===== src/rtl/challenge_auth_pkg.sv =====
// Shared types and helpers for the challenge-response authenticator.
// The response rule lives here so every user computes it the same way.
package challenge_auth_pkg;

   typedef enum logic [2:0] {
      IDLE      = 3'd0,
      MIX       = 3'd1,
      CAPTURE   = 3'd2,
      ISSUE     = 3'd3,
      WAIT_RESP = 3'd4,
      LOCKOUT   = 3'd5
   } state_e;

   localparam int ROT = 3;

   // Rotate the challenge left by ROT, then mix in the shared key.
   function automatic logic [15:0] calc_response(input logic [15:0] chal,
                                                 input logic [15:0] key);
      return {chal[15-ROT:0], chal[15:16-ROT]} ^ key;
   endfunction

endpackage


===== src/rtl/challenge_auth_timer.sv =====
// Cycle timer: clears to zero, counts while enabled, flags the TIMEOUT-1 count.
// The module is named auth_timer and is shared by the response and lockout windows.
module auth_timer #(
   parameter int unsigned TIMEOUT = 12_000_000,
   parameter int          TIMER_W = 24
) (
   input  logic clk,
   input  logic rst_n,
   input  logic clear,
   input  logic enable,
   output logic terminal
);

   localparam logic [TIMER_W-1:0] LAST = TIMER_W'(TIMEOUT - 1);

   logic [TIMER_W-1:0] count_q, count_d;

   always_comb begin
      count_d = count_q;
      if (clear)
         count_d = '0;
      else if (enable)
         count_d = count_q + TIMER_W'(1);
   end

   // NOTE: state registers use non-blocking assignments so every flop samples pre-edge values.
   always_ff @(posedge clk or negedge rst_n) begin
      if (!rst_n)
         count_q <= '0;
      else
         count_q <= count_d;
   end

   assign terminal = (count_q == LAST);

endmodule


===== src/rtl/challenge_auth.sv =====
// One challenge-response exchange per start: mix the LFSR, issue a challenge, judge the reply.
// Define CHALLENGE_AUTH_LOCKOUT_EN to add a three-strike lockout of 4*TIMEOUT cycles.
module challenge_auth
   import challenge_auth_pkg::*;
#(
   parameter logic [15:0] KEY        = 16'h5A3C,
   parameter int unsigned MIX_CYCLES = 8,
   parameter int unsigned TIMEOUT    = 12_000_000,
   parameter int          TIMER_W    = 24
) (
   input  logic        clk,
   input  logic        rst_n,
   input  logic        start,
   output logic        lfsr_en,
   input  logic [15:0] lfsr_random,
   output logic [15:0] challenge,
   output logic        challenge_valid,
   input  logic        challenge_ready,
   input  logic [15:0] resp_data,
   input  logic        resp_valid,
   output logic        busy,
   output logic        auth_ok,
   output logic        auth_fail,
   output logic        unlocked
);

   localparam logic [7:0] MIX_LAST = 8'(MIX_CYCLES - 1);

   state_e      state_q, state_d;
   logic [7:0]  mix_cnt_q, mix_cnt_d;
   logic [15:0] challenge_q, challenge_d;
   logic [15:0] expected_q, expected_d;
   logic        unlocked_q, unlocked_d;
   logic        auth_ok_q, auth_ok_d;
   logic        auth_fail_q, auth_fail_d;
   logic        resp_timeout;

   // Timer sits at zero outside WAIT_RESP, so the window opens on the handshake edge.
   auth_timer #(
      .TIMEOUT (TIMEOUT),
      .TIMER_W (TIMER_W)
   ) u_resp_timer (
      .clk      (clk),
      .rst_n    (rst_n),
      .clear    (state_q != WAIT_RESP),
      .enable   (state_q == WAIT_RESP),
      .terminal (resp_timeout)
   );

`ifdef CHALLENGE_AUTH_LOCKOUT_EN
   logic [1:0] fail_cnt_q, fail_cnt_d;
   logic       lock_done;

   auth_timer #(
      .TIMEOUT (4 * TIMEOUT),
      .TIMER_W (TIMER_W + 2)
   ) u_lock_timer (
      .clk      (clk),
      .rst_n    (rst_n),
      .clear    (state_q != LOCKOUT),
      .enable   (state_q == LOCKOUT),
      .terminal (lock_done)
   );
`endif

   // NOTE: every variable gets a default first, so no branch can leave one unassigned and infer a latch.
   always_comb begin
      state_d     = state_q;
      mix_cnt_d   = mix_cnt_q;
      challenge_d = challenge_q;
      expected_d  = expected_q;
      unlocked_d  = unlocked_q;
      auth_ok_d   = 1'b0;
      auth_fail_d = 1'b0;
`ifdef CHALLENGE_AUTH_LOCKOUT_EN
      fail_cnt_d  = fail_cnt_q;
`endif
      unique case (state_q)
         IDLE: begin
            if (start) begin
               state_d    = MIX;
               mix_cnt_d  = '0;
               unlocked_d = 1'b0;
            end
         end
         MIX: begin
            if (mix_cnt_q == MIX_LAST)
               state_d = CAPTURE;
            else
               mix_cnt_d = mix_cnt_q + 8'd1;
         end
         CAPTURE: begin
            challenge_d = lfsr_random;
            expected_d  = calc_response(lfsr_random, KEY);
            state_d     = ISSUE;
         end
         ISSUE: begin
            if (challenge_ready)
               state_d = WAIT_RESP;
         end
         WAIT_RESP: begin
            // A response arriving on the terminal cycle takes priority over the timeout.
            if (resp_valid && (resp_data == expected_q)) begin
               auth_ok_d  = 1'b1;
               unlocked_d = 1'b1;
               state_d    = IDLE;
`ifdef CHALLENGE_AUTH_LOCKOUT_EN
               fail_cnt_d = '0;
`endif
            end else if (resp_valid || resp_timeout) begin
               auth_fail_d = 1'b1;
               unlocked_d  = 1'b0;
               state_d     = IDLE;
`ifdef CHALLENGE_AUTH_LOCKOUT_EN
               if (fail_cnt_q != 2'd3)
                  fail_cnt_d = fail_cnt_q + 2'd1;
               if (fail_cnt_q >= 2'd2)
                  state_d = LOCKOUT;
`endif
            end
         end
`ifdef CHALLENGE_AUTH_LOCKOUT_EN
         LOCKOUT: begin
            if (lock_done) begin
               state_d    = IDLE;
               fail_cnt_d = '0;
            end
         end
`endif
         default: state_d = IDLE;
      endcase
   end

   always_ff @(posedge clk or negedge rst_n) begin
      if (!rst_n) begin
         state_q     <= IDLE;
         mix_cnt_q   <= '0;
         challenge_q <= '0;
         expected_q  <= '0;
         unlocked_q  <= 1'b0;
         auth_ok_q   <= 1'b0;
         auth_fail_q <= 1'b0;
`ifdef CHALLENGE_AUTH_LOCKOUT_EN
         fail_cnt_q  <= '0;
`endif
      end else begin
         state_q     <= state_d;
         mix_cnt_q   <= mix_cnt_d;
         challenge_q <= challenge_d;
         expected_q  <= expected_d;
         unlocked_q  <= unlocked_d;
         auth_ok_q   <= auth_ok_d;
         auth_fail_q <= auth_fail_d;
`ifdef CHALLENGE_AUTH_LOCKOUT_EN
         fail_cnt_q  <= fail_cnt_d;
`endif
      end
   end

   assign lfsr_en         = (state_q == MIX);
   assign challenge_valid = (state_q == ISSUE);
   assign busy            = (state_q != IDLE);
   assign challenge       = challenge_q;
   assign auth_ok         = auth_ok_q;
   assign auth_fail       = auth_fail_q;
   assign unlocked        = unlocked_q;

endmodule


===== config.mk =====
export PLATFORM = sky130hd
export DESIGN_NAME = challenge_auth
export DESIGN_NICKNAME = d
export VERILOG_FILES = /design/src/rtl/challenge_auth_pkg.sv /design/src/rtl/challenge_auth_timer.sv /design/src/rtl/challenge_auth.sv
export SDC_FILE = /design/constraint.sdc
export NUM_CORES = 1
export LEC_CHECK = 0
export CAP_MARGIN = 30
export CELL_PAD_IN_SITES_DETAIL_PLACEMENT = 0
export CELL_PAD_IN_SITES_GLOBAL_PLACEMENT = 1
export CORE_MARGIN = 5
export CORE_UTILIZATION = 42
export DETAILED_ROUTE_END_ITERATION = 6
export PLACE_DENSITY = 0.88
export SYNTH_ARGS = -nofsm -noshare
export SYNTH_HDL_FRONTEND = slang
export SYNTH_SLANG_ARGS = --single-unit
export TNS_END_PERCENT = 30

===== constraint.sdc =====
create_clock -name clk -period 4.5 [get_ports clk]
set_input_delay 0.9 -clock clk [delete_from_list [all_inputs] [get_ports clk]]
set_output_delay 0.9 -clock clk [all_outputs]
set_load 0.02 [all_outputs]

; Word level (Yosys, flattened, before mapping)
; Cells that the tools add are included.
[word_totals]
reg_bits = 70
latch_bits = 0
ramBits = 0
romBits = 0
in_bits = 37
output_inout_bits = 22
word_cells = 54
n_memories = 0
[classes]
n_addsub = 2
n_mul = 0
div = 0
magnitude_cmp = 0
n_eq_ne = 13
shifts = 0
n_mux = 20
n_bitwise = 1
n_reduce_logical = 10
[ops]
columns = operator, n
row1 = $mux W24, 2
row2 = $add A24 B1 Y24 const B, 1
row3 = $eq A24 B24 Y1 const B, 1
row4 = $eq A16 B16 Y1, 1
row5 = $mux W8, 2
row6 = $pmux W8 S2, 1
row7 = $mux W3, 5
row8 = $pmux W3 S5, 1
row9 = $add A8 B1 Y8 const B, 1
row10 = $eq A8 B3 Y1 const B, 1
row11 = $mux W1, 8
row12 = $not A8 Y8, 1
row13 = $eq A3 B2 Y1 const B, 2
row14 = $ne A3 B3 Y1 const B, 2
row15 = $reduce_and A3 Y1, 2
row16 = $reduce_bool A2 Y1, 3
row17 = $ne A2 B1 Y1 const B, 2
row18 = $ne A2 B2 Y1 const B, 2
row19 = $reduce_and A4 Y1, 1
row20 = $eq A3 B1 Y1 const B, 1
row21 = $eq A3 B3 Y1 const B, 1
row22 = $logic_not A3 Y1, 1
row23 = $reduce_bool A3 Y1, 1
row24 = $pmux W1 S2, 1
row25 = 2 further kinds, 2

; Logic depth before layout (Yosys ltp)
[logic_depth]
depth_word = 5
depth_mapped = 8
mapped_depth_nobuf = 7

; Modules after synthesis
; A second synthesis with hierarchy kept.
[unflattened]
hier_cells = 344
area_unflattened_um2 = 3209.3
[by_module_without_submodules]
columns = module, n_inst, cells_per_inst, area_per_inst_um2, seq_area_each_um2
row1 = challenge_auth, 1, 210, 1918.1, 950.9
row2 = auth_timer, 1, 134, 1291.2, 600.6

; Least setup slack after synthesis
; OpenSTA, ideal clock, no wires.
[synth_path]
path_kind = register to output
start = reg state_q[2]
end = out lfsr_en
arrival_time_ns = 1.091
t_required_ns = 3.600
path_slack_ns = 2.509
stages_incl_launch_ff = 4
n_path_buf = 1
cell_sequence = dfrtp_1 > buf_2 > or3_1 > inv_2
[synth_between]
elab_chain_cells = 1
[synth_lines]
columns = item, line_no
row1 = start: declaration, challenge_auth.sv:29  ; state_e state_q, state_d;
row2 = start signal: assignment, challenge_auth.sv:147  ; state_q <= state_d;
row3 = $eq A3 B1 Y1, challenge_auth.sv:160  ; assign lfsr_en = (state_q == MIX);
row4 = end: declaration, challenge_auth.sv:14  ; output logic lfsr_en,
; No other way between the ends.

; Final worst setup path
[layout_path]
start = reg state_q[0]
end = out lfsr_en
; Same word-level chain as after synthesis.

==> impl_metrics.ini <==
[detailed_routing]
first_iter_violations = 103
remaining_drc_errors = 0
avgViaCountPerCell = 4.89
finalWirelength_um = 6400
remaining_antenna_violation_count_after_routing = 0
drt_pass1_iterations = 4
via_count = 2325
route.detailed.wl_per_inst_um = 13.5

[power_and_ir_drop]
p_total_uw = 2160
power-per-cell-area_nw_per_um2 = 561
power.static_leakage_uw = 0.00167
ir_drop_mv = 0.302

[timing]
fin_worst_skew_ps = 8.87
final_min_period_over_clock_period_pct = 65.4
slew_violations = 0
fmax_mhz = 340
worst_slew_pin_slew_ps = 908
post_route_setup_tns_ps = 0
timing.final.crit_period_ps = 2940
grt_setup_unrepaired = false
timing_hold_violations_final = 0
timing.max_slew.rel_slack_pct = 39.4
setup_viol_count_final = 0

[clock_tree]
max-clock-path-buffers = 2
cts_resized = 0
ctsHoldBuffers = 0
cts_tree = built
number_of_sinks_driven_by_the_clock_tree = 62
clk_latency_ps = 340
cts.root.buffer_cell = sky130_fd_sc_hd__clkbuf_8
number_of_buffers_created_by_cts = 9
htree_levels = 3
postCtsSetupRepairBufs = 0
path_clk_slew_ps = 60

[floorplanning]
total_number_of_placement_rows = 30
floorplan.die.height_um = 94.5
design.die.area_um2 = 8920
starting_density_pct = 43.6
placeableCoreArea_um2 = 6870
design.portCount = 59
die_x_um = 94.5

[final_layout]
final.fill_count = 613
finalCoreUtilization_pct = 56.2
multi_input_comb_area_um2 = 1330
seq_area_um2 = 1550
area_delta_synth_final_pct = 28.8
share_of_post_route_cells_with_drive_strength_above_1_pct = 6.60
diodes = 0
design.final.nets = 413

[synthesis]
synth.lib_cells_used.distinct = 39
synth-seq-area-share_pct = 51.8
synthesis.nets = 358
synth.avg_cell_area_um2 = 9.39
yosysMostFrequentCell = sky130_fd_sc_hd__nand2_1
synthesis.instances = 319
syn-cell-area_um2 = 3000
synth_common_cells = sky130_fd_sc_hd__nand2_1 (70), sky130_fd_sc_hd__dfrtp_1 (62), sky130_fd_sc_hd__nor2_1 (37), sky130_fd_sc_hd__xor2_1 (20), sky130_fd_sc_hd__xnor2_1 (19)
number_of_synthesized_flops_with_an_enable_pin = 0
synthDominantCellAreaShare_pct = 51.8
synth_largest_area_cell = sky130_fd_sc_hd__dfrtp_1
yosysWarningCount = 0
postSynth.asyncResetShare_pct = 100
postSynthRegisterBits = 62
synth.area.top_cells = sky130_fd_sc_hd__dfrtp_1 (52%), sky130_fd_sc_hd__nand2_1 (8.8%), sky130_fd_sc_hd__xor2_1 (5.8%)
ys_dominant_reg_cell = sky130_fd_sc_hd__dfrtp_1

[global_routing]
first_pass_grt_wire_length_um = 10800
maximum_number_of_pins_on_one_net_before_global_route_repair = 36
grt_pass1_vias = 2365
total_global_routing_track_utilization_pct = 15.6
grt-ovfl-total = 0
grt_antenna_before_repair = 0

[run]
timing.max_cap.violations = 0

[critical_path]
crit_path_max_fanout = 8
cp_data_required_time_ps = 3600
setup.worst_path.end_class = output pin
critPathLaunchType = flop
criticalPathCategory = flop to output pin
worst_ep_arrival_time_ps = 2040

[min_path]
worst_hold_path_type = flop to flop

[placed_design]
portBuffers = 58
dp_hpwl_um = 4630
gp_congestion = 0.868

[run_status]
status = complete, no violations
where the power goes:
part	switching, uW	leakage, uW	internal, uW	total (uW)
clock	209	0.000120	357	565
sequential	122	0.000816	699	820
combinational	422	0.000731	356	778
total	752	0.00167	1410	2160
stage by stage:
step | setup WS, ps | instances | instance area, um2 | hold slack [ps]
detailed placement | 1920 | 459 | 3620 | 461
finish | 1560 | 475 | 3860 | 475
CTS | 1550 | 475 | 3860 | 477
global route | 1460 | 475 | 3860 | 510
floorplan | 2510 | 319 | 3000 | 455
global placement | 1940 | 458 | 3610 | 458
registers in the layout (all words and copies together) (netlist names):
register              count
expected_q                8
mix_cnt_q                 8
auth_fail                 1
u_resp_timer.count_q     24
challenge                16
unlocked                  1
auth_ok                   1
state_q                   3
worst paths after layout:
check                                                  startpoint                                  to  slack (ps)  depth (start not counted)
worst min register to register           challenge[1]$_DFFE_PN0N_            challenge[1]$_DFFE_PN0N_         480                          2
worst max-delay path                       state_q[0]$_DFFE_PN0P_                             lfsr_en        1560                          4
worst max register to register  u_resp_timer.count_q[0]$_DFF_PN0_  u_resp_timer.count_q[18]$_DFF_PN0_        2440                          6
max in group asynchronous                                   rst_n              state_q[1]$_DFFE_PN0P_        3020                          2
worst min-delay path                     challenge[1]$_DFFE_PN0N_            challenge[1]$_DFFE_PN0N_         480                          2
min in group asynchronous                                   rst_n  u_resp_timer.count_q[13]$_DFF_PN0_         580                          1
area by class of cell:
| class | instances | area share (%) |
|---|---|---|
| clock buffer | 13 | 4.38 |
| clock inverter | 3 | 1.69 |
| inverter | 5 | 0.486 |
| multi-input combinational | 235 | 34.4 |
| sequential | 62 | 40.2 |
| tap | 96 | 3.11 |
| timing repair buffer | 61 | 15.7 |
placed cells by master (no fill, tap or decap), types with 3 or more instances in the layout:
master | netlist | routed
sky130_fd_sc_hd__or3_1 | 6 | 6
sky130_fd_sc_hd__dfrtp_1 | 62 | 62
sky130_fd_sc_hd__o21ai_1 | 12 | 12
sky130_fd_sc_hd__xor2_1 | 20 | 20
sky130_fd_sc_hd__a21oi_1 | 4 | 4
sky130_fd_sc_hd__nor4_1 | 3 | 3
sky130_fd_sc_hd__inv_1 | 3 | 3
sky130_fd_sc_hd__nand2b_1 | 3 | 3
sky130_fd_sc_hd__xnor2_1 | 19 | 19
sky130_fd_sc_hd__clkdlybuf4s50_1 | 0 | 57
sky130_fd_sc_hd__nand4_1 | 12 | 12
sky130_fd_sc_hd__nand3_1 | 11 | 11
sky130_fd_sc_hd__nor2_1 | 37 | 37
sky130_fd_sc_hd__nand2_1 | 70 | 70
sky130_fd_sc_hd__nor3_1 | 5 | 5
sky130_fd_sc_hd__o21ai_0 | 7 | 7
sky130_fd_sc_hd__clkbuf_8 | 0 | 12
sky130_fd_sc_hd__and3_1 | 5 | 5
worst max-delay path, stage by stage (launching register included):
cell	delay, ps
sky130_fd_sc_hd__dfrtp_1	460
sky130_fd_sc_hd__inv_2	80
sky130_fd_sc_hd__or3_1	380
sky130_fd_sc_hd__inv_2	160
sky130_fd_sc_hd__clkdlybuf4s50_1	620
kinds of logic after synthesis:
kind of cell	after synthesis	synth area share (%)
flops	62	51.8
simple gates	163	25.8
compound gates	31	6.26
fa+ha+maj	2	0.835
xor+xnor	39	11.4
buf+inv	22	3.88
routing by layer:
metal,GRT usage (%),vias to the layer above,share of wire [%]
met5,0,-,0
met1,19.7,1090,47
met4,6.13,0,1.5
li1,-,1175,-
met3,6.53,9,6.9
met2,23.6,51,45
Note: power is estimated with default switching activity, not from simulation.
